--- src/rtl/modulator_cfg_master.sv ---
// modulator_cfg_master: AXI4-Lite write-only master that programs the PWM
// modulator after reset and then keeps its frequency-select register (0x0)
// up to date.
//
// Init sequence: 0x4 <- DIV_HIGH_P, 0x8 <- DIV_LOW_P, 0x0 <- 0.
// Run phase: 0x0 is rewritten from sel_i whenever it differs from the last
// acknowledged value, or, with MODCFG_AUTO_TOGGLE_EN defined, toggled every
// SW_PERIOD_P cycles spent idle (sel_i is then ignored).
//
// Ports:
//   m00_axi_aclk / m00_axi_aresetn : clock, async active-low reset
//   m00_axi_aw* / m00_axi_w*       : write address / write data channels
//   m00_axi_b*                     : write response channel
//   sel_i      : requested sw0 value (default build only)
//   cfg_done_o : init sequence complete (sticky)
//   cfg_err_o  : some write response was not OKAY (sticky)
//   sw0_o      : last sw0 value acknowledged by the slave
//   busy_o     : a write is outstanding
module modulator_cfg_master #(
  parameter int unsigned DIV_HIGH_P  = 12288,
  parameter int unsigned DIV_LOW_P   = 40960,
  parameter int unsigned SW_PERIOD_P = 10000000
) (
  input  logic        m00_axi_aclk,
  input  logic        m00_axi_aresetn,
  output logic [3:0]  m00_axi_awaddr,
  output logic [2:0]  m00_axi_awprot,
  output logic        m00_axi_awvalid,
  input  logic        m00_axi_awready,
  output logic [31:0] m00_axi_wdata,
  output logic [3:0]  m00_axi_wstrb,
  output logic        m00_axi_wvalid,
  input  logic        m00_axi_wready,
  input  logic [1:0]  m00_axi_bresp,
  input  logic        m00_axi_bvalid,
  output logic        m00_axi_bready,
  input  logic        sel_i,
  output logic        cfg_done_o,
  output logic        cfg_err_o,
  output logic        sw0_o,
  output logic        busy_o
);

  localparam int unsigned ADDR_W = 4;
  localparam int unsigned DATA_W = 32;
  localparam int unsigned IDX_W  = 2;

  typedef enum logic [1:0] {
    S_LOAD,
    S_AW_W,
    S_B,
    S_RUN
  } state_t;

  state_t              r_state, w_state_nxt;
  logic [IDX_W-1:0]    r_idx, w_idx_nxt;
  logic [ADDR_W-1:0]   r_awaddr, w_awaddr_nxt;
  logic [DATA_W-1:0]   r_wdata, w_wdata_nxt;
  logic                r_awvalid, w_awvalid_nxt;
  logic                r_wvalid, w_wvalid_nxt;
  logic                r_aw_done, w_aw_done_nxt;
  logic                r_w_done, w_w_done_nxt;
  logic                r_bready, w_bready_nxt;
  logic                r_cfg_done, w_cfg_done_nxt;
  logic                r_cfg_err, w_cfg_err_nxt;
  logic                r_sw0, w_sw0_nxt;
  logic                r_busy, w_busy_nxt;
  logic                w_trig;
  logic                w_trig_val;

`ifdef MODCFG_AUTO_TOGGLE_EN
  localparam logic [31:0] CNT_LAST = 32'(SW_PERIOD_P - 1);
  logic [31:0] r_cnt, w_cnt_nxt;
  logic        w_unused_sel;
  assign w_unused_sel = sel_i;
`else
  logic        w_unused_period;
  assign w_unused_period = (SW_PERIOD_P >= 2);
`endif

  // State and output registers
  always_ff @(posedge m00_axi_aclk or negedge m00_axi_aresetn) begin
    if (!m00_axi_aresetn) begin
      r_state    <= S_LOAD;
      r_idx      <= '0;
      r_awaddr   <= '0;
      r_wdata    <= '0;
      r_awvalid  <= 1'b0;
      r_wvalid   <= 1'b0;
      r_aw_done  <= 1'b0;
      r_w_done   <= 1'b0;
      r_bready   <= 1'b0;
      r_cfg_done <= 1'b0;
      r_cfg_err  <= 1'b0;
      r_sw0      <= 1'b0;
      r_busy     <= 1'b0;
`ifdef MODCFG_AUTO_TOGGLE_EN
      r_cnt      <= '0;
`endif
    end else begin
      r_state    <= w_state_nxt;
      r_idx      <= w_idx_nxt;
      r_awaddr   <= w_awaddr_nxt;
      r_wdata    <= w_wdata_nxt;
      r_awvalid  <= w_awvalid_nxt;
      r_wvalid   <= w_wvalid_nxt;
      r_aw_done  <= w_aw_done_nxt;
      r_w_done   <= w_w_done_nxt;
      r_bready   <= w_bready_nxt;
      r_cfg_done <= w_cfg_done_nxt;
      r_cfg_err  <= w_cfg_err_nxt;
      r_sw0      <= w_sw0_nxt;
      r_busy     <= w_busy_nxt;
`ifdef MODCFG_AUTO_TOGGLE_EN
      r_cnt      <= w_cnt_nxt;
`endif
    end
  end

  // Run-time write trigger: toggle timer or sel_i mismatch
  always_comb begin
    w_trig     = 1'b0;
    w_trig_val = 1'b0;
`ifdef MODCFG_AUTO_TOGGLE_EN
    w_cnt_nxt  = r_cnt;
    if (r_state == S_RUN) begin
      if (r_cnt == CNT_LAST) begin
        w_trig     = 1'b1;
        w_trig_val = ~r_sw0;
      end else begin
        w_cnt_nxt = r_cnt + 32'd1;
      end
    end
    // Clear on every entry into S_RUN
    if ((r_state == S_B) && m00_axi_bvalid && (r_cfg_done || (r_idx == IDX_W'(2)))) begin
      w_cnt_nxt = '0;
    end
`else
    if ((r_state == S_RUN) && (sel_i != r_sw0)) begin
      w_trig     = 1'b1;
      w_trig_val = sel_i;
    end
`endif
  end

  // Next-state and registered-output logic
  always_comb begin
    w_state_nxt    = r_state;
    w_idx_nxt      = r_idx;
    w_awaddr_nxt   = r_awaddr;
    w_wdata_nxt    = r_wdata;
    w_awvalid_nxt  = r_awvalid;
    w_wvalid_nxt   = r_wvalid;
    w_aw_done_nxt  = r_aw_done;
    w_w_done_nxt   = r_w_done;
    w_bready_nxt   = r_bready;
    w_cfg_done_nxt = r_cfg_done;
    w_cfg_err_nxt  = r_cfg_err;
    w_sw0_nxt      = r_sw0;

    unique case (r_state)
      S_LOAD: begin
        unique case (r_idx)
          IDX_W'(0): begin
            w_awaddr_nxt = ADDR_W'(4'h4);
            w_wdata_nxt  = DATA_W'(DIV_HIGH_P);
          end
          IDX_W'(1): begin
            w_awaddr_nxt = ADDR_W'(4'h8);
            w_wdata_nxt  = DATA_W'(DIV_LOW_P);
          end
          default: begin
            w_awaddr_nxt = '0;
            w_wdata_nxt  = '0;
          end
        endcase
        w_aw_done_nxt = 1'b0;
        w_w_done_nxt  = 1'b0;
        w_state_nxt   = S_AW_W;
      end

      S_AW_W: begin
        // Each channel raises valid once, then drops it for good after its handshake
        if (!r_aw_done) begin
          if (r_awvalid && m00_axi_awready) begin
            w_awvalid_nxt = 1'b0;
            w_aw_done_nxt = 1'b1;
          end else begin
            w_awvalid_nxt = 1'b1;
          end
        end
        if (!r_w_done) begin
          if (r_wvalid && m00_axi_wready) begin
            w_wvalid_nxt = 1'b0;
            w_w_done_nxt = 1'b1;
          end else begin
            w_wvalid_nxt = 1'b1;
          end
        end
        if (w_aw_done_nxt && w_w_done_nxt) begin
          w_bready_nxt = 1'b1;
          w_state_nxt  = S_B;
        end
      end

      S_B: begin
        if (m00_axi_bvalid) begin
          w_bready_nxt = 1'b0;
          if (m00_axi_bresp != 2'b00) begin
            w_cfg_err_nxt = 1'b1;
          end
          if (r_awaddr == '0) begin
            w_sw0_nxt = r_wdata[0];
          end
          if (r_cfg_done || (r_idx == IDX_W'(2))) begin
            w_cfg_done_nxt = 1'b1;
            w_state_nxt    = S_RUN;
          end else begin
            w_idx_nxt   = r_idx + IDX_W'(1);
            w_state_nxt = S_LOAD;
          end
        end
      end

      S_RUN: begin
        if (w_trig) begin
          w_awaddr_nxt  = '0;
          w_wdata_nxt   = {31'b0, w_trig_val};
          w_aw_done_nxt = 1'b0;
          w_w_done_nxt  = 1'b0;
          w_state_nxt   = S_AW_W;
        end
      end

      default: begin
        w_state_nxt = S_LOAD;
      end
    endcase

    w_busy_nxt = (w_state_nxt == S_AW_W) || (w_state_nxt == S_B);
  end

  assign m00_axi_awaddr  = r_awaddr;
  assign m00_axi_awprot  = 3'b000;
  assign m00_axi_awvalid = r_awvalid;
  assign m00_axi_wdata   = r_wdata;
  assign m00_axi_wstrb   = r_wvalid ? 4'hF : 4'h0;
  assign m00_axi_wvalid  = r_wvalid;
  assign m00_axi_bready  = r_bready;
  assign cfg_done_o      = r_cfg_done;
  assign cfg_err_o       = r_cfg_err;
  assign sw0_o           = r_sw0;
  assign busy_o          = r_busy;

endmodule

--- config.mk ---
export PLATFORM = sky130hd
export DESIGN_NAME = modulator_cfg_master
export DESIGN_NICKNAME = d
export VERILOG_FILES = /design/src/rtl/modulator_cfg_master.sv
export SDC_FILE = /design/constraint.sdc
export NUM_CORES = 1
export LEC_CHECK = 0
export CAP_MARGIN = 20
export CORE_ASPECT_RATIO = 1.5
export CORE_UTILIZATION = 36
export DETAILED_ROUTE_END_ITERATION = 6
export PLACE_DENSITY = 0.77
export SYNTH_ARGS = -nofsm -noshare
export SYNTH_HDL_FRONTEND = slang
export SYNTH_SLANG_ARGS = --single-unit
--- constraint.sdc ---
create_clock -name m00_axi_aclk -period 1.3 [get_ports m00_axi_aclk]
set_input_delay 0.13 -clock m00_axi_aclk [delete_from_list [all_inputs] [get_ports m00_axi_aclk]]
set_output_delay 0.13 -clock m00_axi_aclk [all_outputs]
set_load 0.03 [all_outputs]
# After elaboration in Yosys (flattened, before gate mapping)
# Cells that the tools add are included.
[totals] register_bits=49 in_bits=8 output_inout_bits=50 wordCells=78
[classes] n_addsub=1 eq_ne=11 muxes=28 n_bitwise=3 n_reduce_logical=22
[ops] op="$pmux 32 s2" count=1
[ops] op="$mux 32" count=1
[ops] op="$pmux 16 s2" count=1
[ops] op="$pmux 4 s2" count=2
[ops] op="$reduce_and 3->1" count=5
[ops] op="$mux 1" count=13
[ops] op="$eq 2x2->1 const B" count=4
[ops] op="$mux 2" count=4
[ops] op="$mux 4" count=2
[ops] op="$pmux 2 s4" count=1
[ops] op="$reduce_and 2->1" count=4
[ops] op="$eq 2x1->1 const B" count=3
[ops] op="$ne 2x2->1 const B" count=3
[ops] op="$pmux 1 s3" count=2
[ops] op="$reduce_bool 2->1" count=3
[ops] op="$logic_and 1x1->1" count=4
[ops] op="$logic_not 2->1" count=2
[ops] op="$logic_not 4->1" count=1
[ops] op="$not 1->1" count=3
[ops] op="$reduce_bool 3->1" count=1
[ops] op="$add 2x1->2 const B" count=1
[ops] op="$logic_or 1x1->1" count=2
[ops] op="$pmux 1 s2" count=1
[ops] op="$ne 1x1->1" count=1

# Logic depth before layout (Yosys ltp)
[depth] ltp_word=9 mapped_depth=5 ltp_nobuf=5

# Worst setup path before layout
# No wires, ideal clock.
[synth_timing] kind="register -> register" start="register r_idx[0]" end="register r_idx[1]" setup_ns=0.125 arrival_ns=1.359 t_required_ns=1.175 path_slack_ns=-0.184 path_stages_with_launch=5 path_buffers=0 period_less_slack_ns=1.484 cell_sequence="dfrtp_1 > inv_1 > ha_1 > or3_4 > mux2_4"
[synth_via] elab_chain_cells=4 elab_cells_between_ends=5 cone_classes="1 x add/sub; 1 x eq/ne; 1 x bitwise; 2 x reduce/logical"
[synth_lines] element="start: declaration" line_no="56" rtl="logic [IDX_W-1:0] r_idx, w_idx_nxt;"
[synth_lines] element="start signal: assignment" line_no="102" rtl="r_idx <= w_idx_nxt;"
[synth_lines] element="$eq 2x2->1" line_no="215" rtl="if (r_cfg_done || (r_idx == IDX_W'(2))) begin"
[synth_lines] element="$logic_or 1x1->1" line_no="215"
[synth_lines] element="$not 1->1 (no source line)"
[synth_lines] element="$reduce_and 3->1 (no source line)"
# Parallel ways exist; a longest one is shown, timed or not.
# A chain may end at the register's enable or synchronous reset.

# Worst setup path after layout
[layout_timing] start="register r_state[0]" end="register r_idx[1]"
[layout_via] elab_chain_cells=2
[layout_lines] element="start: declaration" line_no="55" rtl="state_t r_state, w_state_nxt;"
[layout_lines] element="start signal: assignment" line_no="101" rtl="r_state <= w_state_nxt;"
[layout_lines] element="$eq 2x2->1" line_no="161" rtl="unique case (r_state)"
[layout_lines] element="$reduce_and 3->1 (no source line)"
# No other way between the ends.

==> impl_results.md <==
- Routability cong.: 0.765
- Max rail drop VDD: around 0.00080 V
- DRC: 0
- DPL Wire Length: 1.67 mm
- PD cells: ~2400 nW/um^2
- Die ar.: between 3000 and 4000 um^2
- Worst path top cell family by delay: simple AND/OR/NAND/NOR gates
- Overflow after GRT: 0
- Startpoint Class: flip-flop
- Layout cell share with drive strength beyond 1: a little over a fifth
- Final wirelength: 2.09 mm
- Worst EP arrival: approximately 1.5 ns
- CTS clock-pin slew for the worst setup and hold paths: 0.07 ns
- DR iter-0 viols: 6
- Register area share after synthesis: 37.6%
- Post-Syn Area per Cell: approximately 10 um^2
- Fin util: between 40% and 50%
- Primary FF master, synth: dfrtp_1
- Clock Tree Buf Depth: 2
- Port buffer count: 24
- CP Capture Type: flip-flop
- Clock root cell: clkbuf_8
- Slowest stage cell, crit path: or3_4
- Ports: 58
- Slew Viols, Final: 0
- Violated checks: setup timing
- Mapped cell area: ~1100 um^2
- Worst setup margin: -0.0519 ns
- FILL cells: 299
- Setup TNS Final: -0.0632 ns
- Synth-to-layout area growth: 23.0%
- Gr usage total: between 10% and 20%
- Bufs and invs on worst path: 0
- Yosys top cell area share: between 30% and 40%
- Row count: 24
- TritonCTS Buffers: 3
- Wire per inst: approximately 11 um
- #FFs+latches synth: 17
- Placeable Area: between 2000 and 3000 um^2
- Avg Vias per Cell: approximately 4.3
- Async set or reset register ratio after synthesis: 100%
- Largest area contributor in the netlist: dfrtp_1
- Unrepaired setup endpoints after global routing: yes
- CP Class: reg2reg
- CTS Hold Buffers Added: 0
- Vert. Die Dim: 70.7 um
- Sequential cell area: roughly 430 um^2
- Largest net degree at the start of global routing: 18
- Fin Clk Skew: 0.00540 ns
- Max cap viols: 0
- Vias: approximately 790
- Synth warnings: 0
- Ranking of synthesized cells by area: dfrtp_1 (38%), buf_4 (26%), ha_1 (4.4%), mux2i_1 (2.7%), o2bb2ai_1 (2.3%)
- Worst path max stage delay: around 0.40 ns
- Inserted Diodes: 0
- # nets final: roughly 160
- Area of the multi-input gates: ~520 um^2
- Setup-failing EPs final: 2
- Worst Hold Class: in2async
- Minimum clock period: 1.35 ns
- Critical path peak fanout: 2
- Status: finished with violations
- Synth cell types: 30
- Number of global-route vias before repair: about 770
- Num Clock Sinks: 17
- CP Cell Sequence: nand3b_4 -> or3_4 -> mux2_4
- EDFF count, synth: 0
- CTS HTree Levels: 1
- Top-count cell post-synth: buf_4
- First-pass DRT Iterations: 4
- Antenna Nets Post-Route: 0
- Post-Syn Instances: approximately 110
- Initial antenna violation count: 0
- Req. time, crit path: about 1.5 ns
- Fin. Hold Viols: 0
- Fin crit share: 104%
- Synth cell count leaders: buf_4 (39), dfrtp_1 (17), ha_1 (4), nor3_1 (4), o21ai_0 (4)
- Clk_lat worst skew: 0.26 ns
- First-pass GRT wire length: between 3 and 4 mm
- Lkg Pwr: 0.730 nW
- Initial Util: between 30% and 40%
- Die Wd: about 48 um
- Max Clk Rate: roughly 740 MHz
- Clock tree from TritonCTS: done
## worst reg2reg max path: cells and delay by family, from the launching register on
family | cells | cell delay, ns
muxes | 1 | 0.30
DFF | 1 | 0.38
and+or+nand+nor | 2 | 0.56
## layer usage
metal / wire [um] / track usage (%)
met2: 1190 / 25.8
met1: 753 / 11.4
met4: 29 / 4.63
met5: 0 / 0
met3: 116 / 2.55
## layout make-up
cell class / count / share of cell area [%]
Inverter: 3 / 0.809
Sequential cell: 17 / 30.6
Tap cell: 39 / 3.51
Clock inverter: 1 / 0.360
Timing Repair Buffer: 40 / 24.5
Clock buffer: 3 / 2.97
Multi-Input combinational cell: 82 / 37.3
## sequential cells by signal, summed over array words and instances (netlist names)
name / cells
busy_o: 1
cfg_done_o: 1
cfg_err_o: 1
m00_axi_awaddr: 1
m00_axi_awvalid: 1
m00_axi_bready: 1
m00_axi_wdata: 3
m00_axi_wvalid: 1
r_aw_done: 1
r_idx: 2
r_state: 2
r_w_done: 1
sw0_o: 1
## worst paths after layout
check	startpoint	end	slack, ns	cells after the start
setup / recovery	r_state[0]$_DFF_PN0_	r_idx[1]$_DFFE_PN0P_	-0.05	3
hold / removal	m00_axi_aresetn	cfg_done_o$_DFFE_PN0P_	0.19	2
setup reg to reg	r_state[0]$_DFF_PN0_	r_idx[1]$_DFFE_PN0P_	-0.05	3
hold reg to reg	cfg_err_o$_DFFE_PN0P_	cfg_err_o$_DFFE_PN0P_	0.48	1
max in group asynchronous	m00_axi_aresetn	m00_axi_awvalid$_DFFE_PN0P_	0.92	2
min in group m00_axi_aclk	m00_axi_bresp[0]	cfg_err_o$_DFFE_PN0P_	0.46	3
## power breakdown
| group | leakage (nW) | internal, mW | switching (mW) | total [mW] |
|---|---|---|---|---|
| registers | 0.204 | 0.768 | 0.222 | 0.989 |
| clock network | 0.0255 | 0.213 | 0.186 | 0.399 |
| logic | 0.501 | 0.792 | 1.17 | 1.97 |
| total | 0.730 | 1.77 | 1.58 | 3.35 |
## cell usage in the layout, fill, tap and decap left out, types with 4 or more instances in the layout
master / synthesis / final
dlygate4sd2_1: 0 / 12
clkdlybuf4s15_1: 0 / 4
dfrtp_1: 17 / 17
o21ai_0: 4 / 4
conb_1: 1 / 33
buf_4: 39 / 16
clkdlybuf4s50_1: 0 / 7
## metrics by stage
stage	power, mW	std cells	cell area (um^2)	setup WS, ns	hold slack, ns
after detailed placement	3.12	179	1340	-0.252	0.473
after CTS	3.35	185	1380	-0.0530	0.198
final	3.35	185	1390	-0.0519	0.192
after floorplan	2.43	143	1250	-0.137	-0.166
after global routing	3.60	185	1390	-0.0902	0.231
after global placement	3.05	179	1340	-0.240	0.462
## repair_timing
action / CTS / global route
setup buffers: 2 / 0
gates resized for setup: 18 / 9
setup endpoints to repair: 18 / 8
gates cloned: 0 / 0
pin swaps: 1 / 1
## cell families after synthesis
| logic type | count (synthesis) | synth area share (%) |
|---|---|---|
| compound gates | 20 | 12.4 |
| simple gates | 17 | 9.40 |
| flops | 17 | 37.6 |
| buf+inv | 44 | 28.3 |
| xor+xnor | 2 | 1.55 |
| other cells | 1 | 0.332 |
| mux | 6 | 5.97 |
| fa+ha+maj | 4 | 4.42 |
Note: power is estimated with default switching activity, not from simulation.
